$ cat config.mk
export PLATFORM = sky130hd
export DESIGN_NAME = uart_time_reporter
export DESIGN_NICKNAME = d
export VERILOG_FILES = /design/src/rtl/uart_report_pkg.sv /design/src/rtl/uart_report_byte_mux.sv /design/src/rtl/uart_time_reporter.sv
export SDC_FILE = /design/constraint.sdc
export NUM_CORES = 1
export LEC_CHECK = 0
export ABC_AREA = 0
export CAP_MARGIN = 10
export CORE_MARGIN = 4
export CORE_UTILIZATION = 45
export CTS_CLUSTER_SIZE = 16
export DETAILED_ROUTE_END_ITERATION = 8
export PLACE_DENSITY = 0.73
export SLEW_MARGIN = 20
export SYNTH_ARGS = -nofsm -noshare
export SYNTH_HDL_FRONTEND = slang
export SYNTH_SLANG_ARGS = --single-unit
$ cat constraint.sdc
create_clock -name clk -period 2 [get_ports clk]
set_input_delay 0.2 -clock clk [delete_from_list [all_inputs] [get_ports clk]]
set_output_delay 0.2 -clock clk [all_outputs]
set_load 0.005 [all_outputs]
$ cat src/rtl/uart_report_pkg.sv
// uart_report_pkg: shared FSM states, ASCII constants and BCD digit encoding for uart_time_reporter
// Optional feature macro UART_REPORT_PREFIX_EN adds the "T=" line prefix.
package uart_report_pkg;
   typedef enum logic [2:0] {IDLE, SEND, WAIT_BUSY, WAIT_DONE, FINISH} state_t;
   localparam logic [7:0] CR       = 8'h0D;
   localparam logic [7:0] LF       = 8'h0A;
   localparam logic [7:0] QMARK    = 8'h3F;
   localparam logic [7:0] ASCII_0  = 8'h30;
   localparam logic [7:0] PREFIX_0 = 8'h54;
   localparam logic [7:0] PREFIX_1 = 8'h3D;
`ifdef UART_REPORT_PREFIX_EN
   localparam int PREFIX_LEN = 2;
`else
   localparam int PREFIX_LEN = 0;
`endif
   function automatic logic [7:0] bcd_nibble_to_ascii(input logic [3:0] n);
      return (n > 4'd9) ? QMARK : ASCII_0 + {4'd0, n};
   endfunction
endpackage

$ cat src/rtl/uart_report_byte_mux.sv
// uart_report_byte_mux: selects the ASCII byte at a line position from a BCD time snapshot
// Ports: index (byte position), hours_bcd/minutes_bcd/seconds_bcd (snapshot), tx_byte (selected byte).
// UART_REPORT_PREFIX_EN shifts the time fields by two to make room for "T=".
module uart_report_byte_mux
   import uart_report_pkg::*;
#(
   parameter bit         EOL_CRLF = 1'b1,
   parameter logic [7:0] SEP_CHAR = 8'h3A
) (
   input  logic [3:0] index,
   input  logic [7:0] hours_bcd,
   input  logic [7:0] minutes_bcd,
   input  logic [7:0] seconds_bcd,
   output logic [7:0] tx_byte
);
   logic [3:0] pos;
   always_comb begin
      pos = index - 4'(PREFIX_LEN);
      case (pos)
         4'd0:    tx_byte = bcd_nibble_to_ascii(hours_bcd[7:4]);
         4'd1:    tx_byte = bcd_nibble_to_ascii(hours_bcd[3:0]);
         4'd2:    tx_byte = SEP_CHAR;
         4'd3:    tx_byte = bcd_nibble_to_ascii(minutes_bcd[7:4]);
         4'd4:    tx_byte = bcd_nibble_to_ascii(minutes_bcd[3:0]);
         4'd5:    tx_byte = SEP_CHAR;
         4'd6:    tx_byte = bcd_nibble_to_ascii(seconds_bcd[7:4]);
         4'd7:    tx_byte = bcd_nibble_to_ascii(seconds_bcd[3:0]);
         4'd8:    tx_byte = EOL_CRLF ? CR : LF;
         default: tx_byte = LF;
      endcase
`ifdef UART_REPORT_PREFIX_EN
      if (index == 4'd0) tx_byte = PREFIX_0;
      else if (index == 4'd1) tx_byte = PREFIX_1;
`endif
   end
endmodule

$ cat src/rtl/uart_time_reporter.sv
// uart_time_reporter: sends a BCD time snapshot as "HH:MM:SS<EOL>" through a UART TX send/ready handshake
// Ports: clk, reset (sync, active-high), trigger, hours_bcd/minutes_bcd/seconds_bcd (BCD time),
// tx_ready/tx_data/tx_send (UART TX), busy, done, dropped (status pulses).
// Defining UART_REPORT_PREFIX_EN prefixes every line with "T=".
module uart_time_reporter
   import uart_report_pkg::*;
#(
   parameter bit         EOL_CRLF = 1'b1,
   parameter logic [7:0] SEP_CHAR = 8'h3A
) (
   input  logic       clk,
   input  logic       reset,
   input  logic       trigger,
   input  logic [7:0] hours_bcd,
   input  logic [7:0] minutes_bcd,
   input  logic [7:0] seconds_bcd,
   input  logic       tx_ready,
   output logic [7:0] tx_data,
   output logic       tx_send,
   output logic       busy,
   output logic       done,
   output logic       dropped
);
   localparam logic [3:0] LAST = 4'(PREFIX_LEN + 8 + (EOL_CRLF ? 2 : 1) - 1);
   state_t     state, state_d;
   logic [3:0] index, index_d;
   logic [7:0] hrs, mins, secs, hrs_d, mins_d, secs_d, next_byte;
   // The mux looks at next-cycle index/snapshot so tx_data is already loaded in the strobe cycle.
   uart_report_byte_mux #(.EOL_CRLF(EOL_CRLF), .SEP_CHAR(SEP_CHAR)) u_mux (
      .index(index_d),
      .hours_bcd(hrs_d),
      .minutes_bcd(mins_d),
      .seconds_bcd(secs_d),
      .tx_byte(next_byte)
   );
   always_ff @(posedge clk) begin
      if (reset) begin
         state   <= IDLE;
         index   <= 4'd0;
         hrs     <= 8'h00;
         mins    <= 8'h00;
         secs    <= 8'h00;
         tx_data <= 8'h00;
         dropped <= 1'b0;
      end else begin
         state   <= state_d;
         index   <= index_d;
         hrs     <= hrs_d;
         mins    <= mins_d;
         secs    <= secs_d;
         tx_data <= (state_d == SEND) ? next_byte : tx_data;
         dropped <= trigger && (state != IDLE);
      end
   end
   always_comb begin
      state_d = state;
      index_d = index;
      hrs_d   = hrs;
      mins_d  = mins;
      secs_d  = secs;
      case (state)
         IDLE: if (trigger) begin
            state_d = SEND;
            index_d = 4'd0;
            hrs_d   = hours_bcd;
            mins_d  = minutes_bcd;
            secs_d  = seconds_bcd;
         end
         SEND:      state_d = tx_ready ? WAIT_BUSY : SEND;
         WAIT_BUSY: state_d = tx_ready ? WAIT_BUSY : WAIT_DONE;
         WAIT_DONE: if (tx_ready) begin
            state_d = (index == LAST) ? FINISH : SEND;
            index_d = (index == LAST) ? index : index + 4'd1;
         end
         default:   state_d = IDLE;
      endcase
   end
   assign tx_send = (state == SEND) && tx_ready;
   assign busy    = (state != IDLE);
   assign done    = (state == FINISH);
endmodule

==> results of run 1 <==
[critical path, cell delays in order (launching register included)]
cell,delay (ps)
dfxtp_4,370
or4b_4,600
buf_12,180
a211oi_4,230
a21oi_2,60
mux2_2,280
a22oi_2,120
a31oi_1,100
[power groups by stage]
stage | logic, mW | clock network, mW | registers, mW
3_5_place_dp | 0.549 | 0 | 0.859
4_1_cts | 0.558 | 0.690 | 0.843
3_3_place_gp | 0.542 | 0 | 0.857
2_1_floorplan | 0.306 | 0 | 0.842
5_1_grt | 0.702 | 0.735 | 0.853
6_report | 0.655 | 0.681 | 0.846
[timing repair]
item,in CTS,in global routing
pin swaps,2,25
setup buffers,2,8
gates resized for setup,16,43
endpoints found under the setup margin,4,5
hold endpoints to repair,0,0
cloned,0,1
[stage by stage]
| step | area, um2 | hold WS, ps | TNS [ps] | cells | setup slack (ps) |
|---|---|---|---|---|---|
| after floorplan | 2190 | 336 | -34.9 | 284 | -18.0 |
| after global placement | 2920 | 444 | -1260 | 400 | -323 |
| after detailed placement | 2920 | 451 | -1370 | 400 | -370 |
| after CTS | 3110 | 374 | -102 | 410 | -33.8 |
| after global routing | 3390 | 393 | -313 | 419 | -104 |
| final | 3390 | 402 | -75.3 | 419 | -48.0 |
[flip-flops by register name, summed over array words and instances, names as in the netlist]
signal / flops
hrs: 8
state: 3
mins: 8
dropped: 1
index: 4
tx_data: 5
secs: 8
[layer usage]
layer | track usage | share of wire | vias up
met5 | 0 | 0 | -
met2 | 0.354 | 0.46 | 120
met4 | 0.0712 | 0.024 | 0
met3 | 0.0504 | 0.072 | 20
met1 | 0.274 | 0.44 | 1193
li1 | - | - | 1208
[path summary, 6_finish.rpt]
path / start / end / cells after the start
min reg2reg: hrs[0] / hrs[0] / 2
max: state[2] / tx_data[1] / 7
min: trigger / dropped / 2
max reg2reg: state[2] / tx_data[1] / 7
[final cells by class]
| type | instances | area (um2) | share of cell area |
|---|---|---|---|
| multi-input combinational | 220 | 1550 | 0.458 |
| timing repair buffer | 97 | 886 | 0.261 |
| sequential | 37 | 752 | 0.222 |
| clock buffer | 7 | 86.3 | 0.0255 |
| tap | 52 | 65.1 | 0.0192 |
| clock inverter | 1 | 30.0 | 0.00885 |
| inverter | 5 | 18.8 | 0.00553 |
[synth_stat cells, types with 3 or more instances]
| master | instances | area, um2 |
|---|---|---|
| clkbuf_1 | 13 | 48.8 |
| dfxtp_1 | 37 | 741 |
| a21oi_1 | 38 | 190 |
| buf_4 | 3 | 22.5 |
| buf_2 | 5 | 25.0 |
| a21o_1 | 3 | 22.5 |
| o21ai_0 | 17 | 85.1 |
| nor3_1 | 10 | 50.1 |
| mux2i_1 | 10 | 100 |
| nand2_1 | 52 | 195 |
| and2_1 | 4 | 25.0 |
| a211oi_1 | 18 | 135 |
| and3_1 | 3 | 18.8 |
| a211o_1 | 3 | 26.3 |
| o211ai_1 | 5 | 37.5 |
| a31oi_1 | 3 | 18.8 |
| inv_1 | 5 | 18.8 |
| nor2_1 | 14 | 52.6 |
| o22ai_1 | 4 | 25.0 |
[cell families (layout without fill, tap and decap cells)]
logic type	after synthesis	after routing	synth area share
adder cells (fa/ha/maj)	2	2	0.0116
buffers and inverters	27	110	0.0551
XOR/XNOR	1	1	0.00406
multiplexers	12	12	0.0568
flip-flops	37	37	0.343
other	1	2	0.00174
AO/OA/AOI/OAI	108	108	0.322
AND/OR/NAND/NOR	95	95	0.206
==> run_results.csv, run 1 <==
group,metric,value,unit
clock_network,h-tree-depth,2,
clock_network,cts.path.max_buffers,2,
timing,final_max_slew_viol_count,0,
synthesis,synthArstFlopShare,0,
die,num_rows,24,
power_and_ir_drop,leakagePower,1.31,nW
drt,vias,2541,
critical_path,worst_ep_arrival_time,2230,ps
placement,port_buffers,37,
synthesis,syn_area,2160,um2
die,die_h,77.3,um
critical_path,end_kind,"flip-flop",
global_routing,grt_max_degree,28,
die,core-area,4500,um2
drt,routed_wl,7080,um
layout,final_common_cell,"buf_4",
timing,hold_viol,0,
power_and_ir_drop,sw_frac_of_total,0.294,
timing,finClkSkew,8.80,ps
outcome,status,"finished with violations",
layout,syn_to_final_growth,57.2,%
critical_path,crit_required,2190,ps
drt,initialDrtViolationCount,210,
drt,postRouteAntennaNets,0,
synthesis,synth.distinct_cells,46,
clock_network,clk_latency,290,ps
timing,finalCritPeriodShare,1.02,
timing,setup_viol,2,
layout,diodes,0,
synthesis,ys.warnings.count,0,
min_path,hp-class,"primary input to flip-flop",
power_and_ir_drop,power_density,643,nW/um2
placement,hpwl,4610,um
drt,drt_first_pass_iters,5,
synthesis,synth-edff-count,0,
synthesis,synth.yosys.seq_area_share,0.343,
layout,post-route-util,0.753,
die,die_w,77.3,um
timing,rsz0062_at_grt,"yes",
power_and_ir_drop,clock_power_share,0.312,
clock_network,cts_tree,"done",
synthesis,synth_seq_cells,37,
placement,gp_congestion,0.916,
power_and_ir_drop,p_int,1.54,mW
power_and_ir_drop,switchingPower,0.641,mW
layout,drive_above_1_share,0.316,
power_and_ir_drop,vdd_ir_drop_max,0.335,mV
die,start_util,0.479,
timing,setup_slack,-48.0,ps
die,io_pins,40,
clock_network,cts_sinks,37,
power_and_ir_drop,fin_total_pwr,2.18,mW
timing,period_needed,2050,ps
global_routing,antenna_found_initial,0,
layout,mostFrequentLayoutCells,"buf_4, nand2_1, clkdlybuf4s50_1, a21oi_1, dfxtp_1",
timing,fmax,0.488,GHz
clock_network,ctsHoldBuffers,0,
global_routing,grt_pass1_vias,2244,
power_and_ir_drop,seq_power_share,0.388,
critical_path,path_class,"flip-flop to flip-flop",
critical_path,worst-path-max-fanout,8,
clock_network,cts_root_buf,"clkbuf_8",
critical_path,r2r_slack,-50,ps
clock_network,cts_buffers,5,
synthesis,avgSynthCellArea,7.63,um2
critical_path,cp-start-kind,"flip-flop",
drt,route.detailed.drc,0,
synthesis,synth_cells,283,
global_routing,grt_pass1_wl,10400,um
clock_network,cts.clk_slew.worst_paths,80,ps
run,drv_cap,0,
drt,viasPerCell,6.06,
global_routing,grtUsageTotal,0.215,
synthesis,ys.flop_type,"dfxtp_1",
outcome,violations,"negative setup slack",
power_and_ir_drop,pwr-share-comb,0.300,
layout,nets,396,
drt,wl_per_cell,16.9,um
die,dieArea,5970,um2
global_routing,overflow,0,
layout,nFillCells,312,
Power figures use the tool's default switching activity.
==> inputs of run 2 (changes only) <==
Settings changed: SLEW_MARGIN 20 to not set.
==> results of run 2 <==
No change in the layout: final DEF, timing and power equal those of run 1.
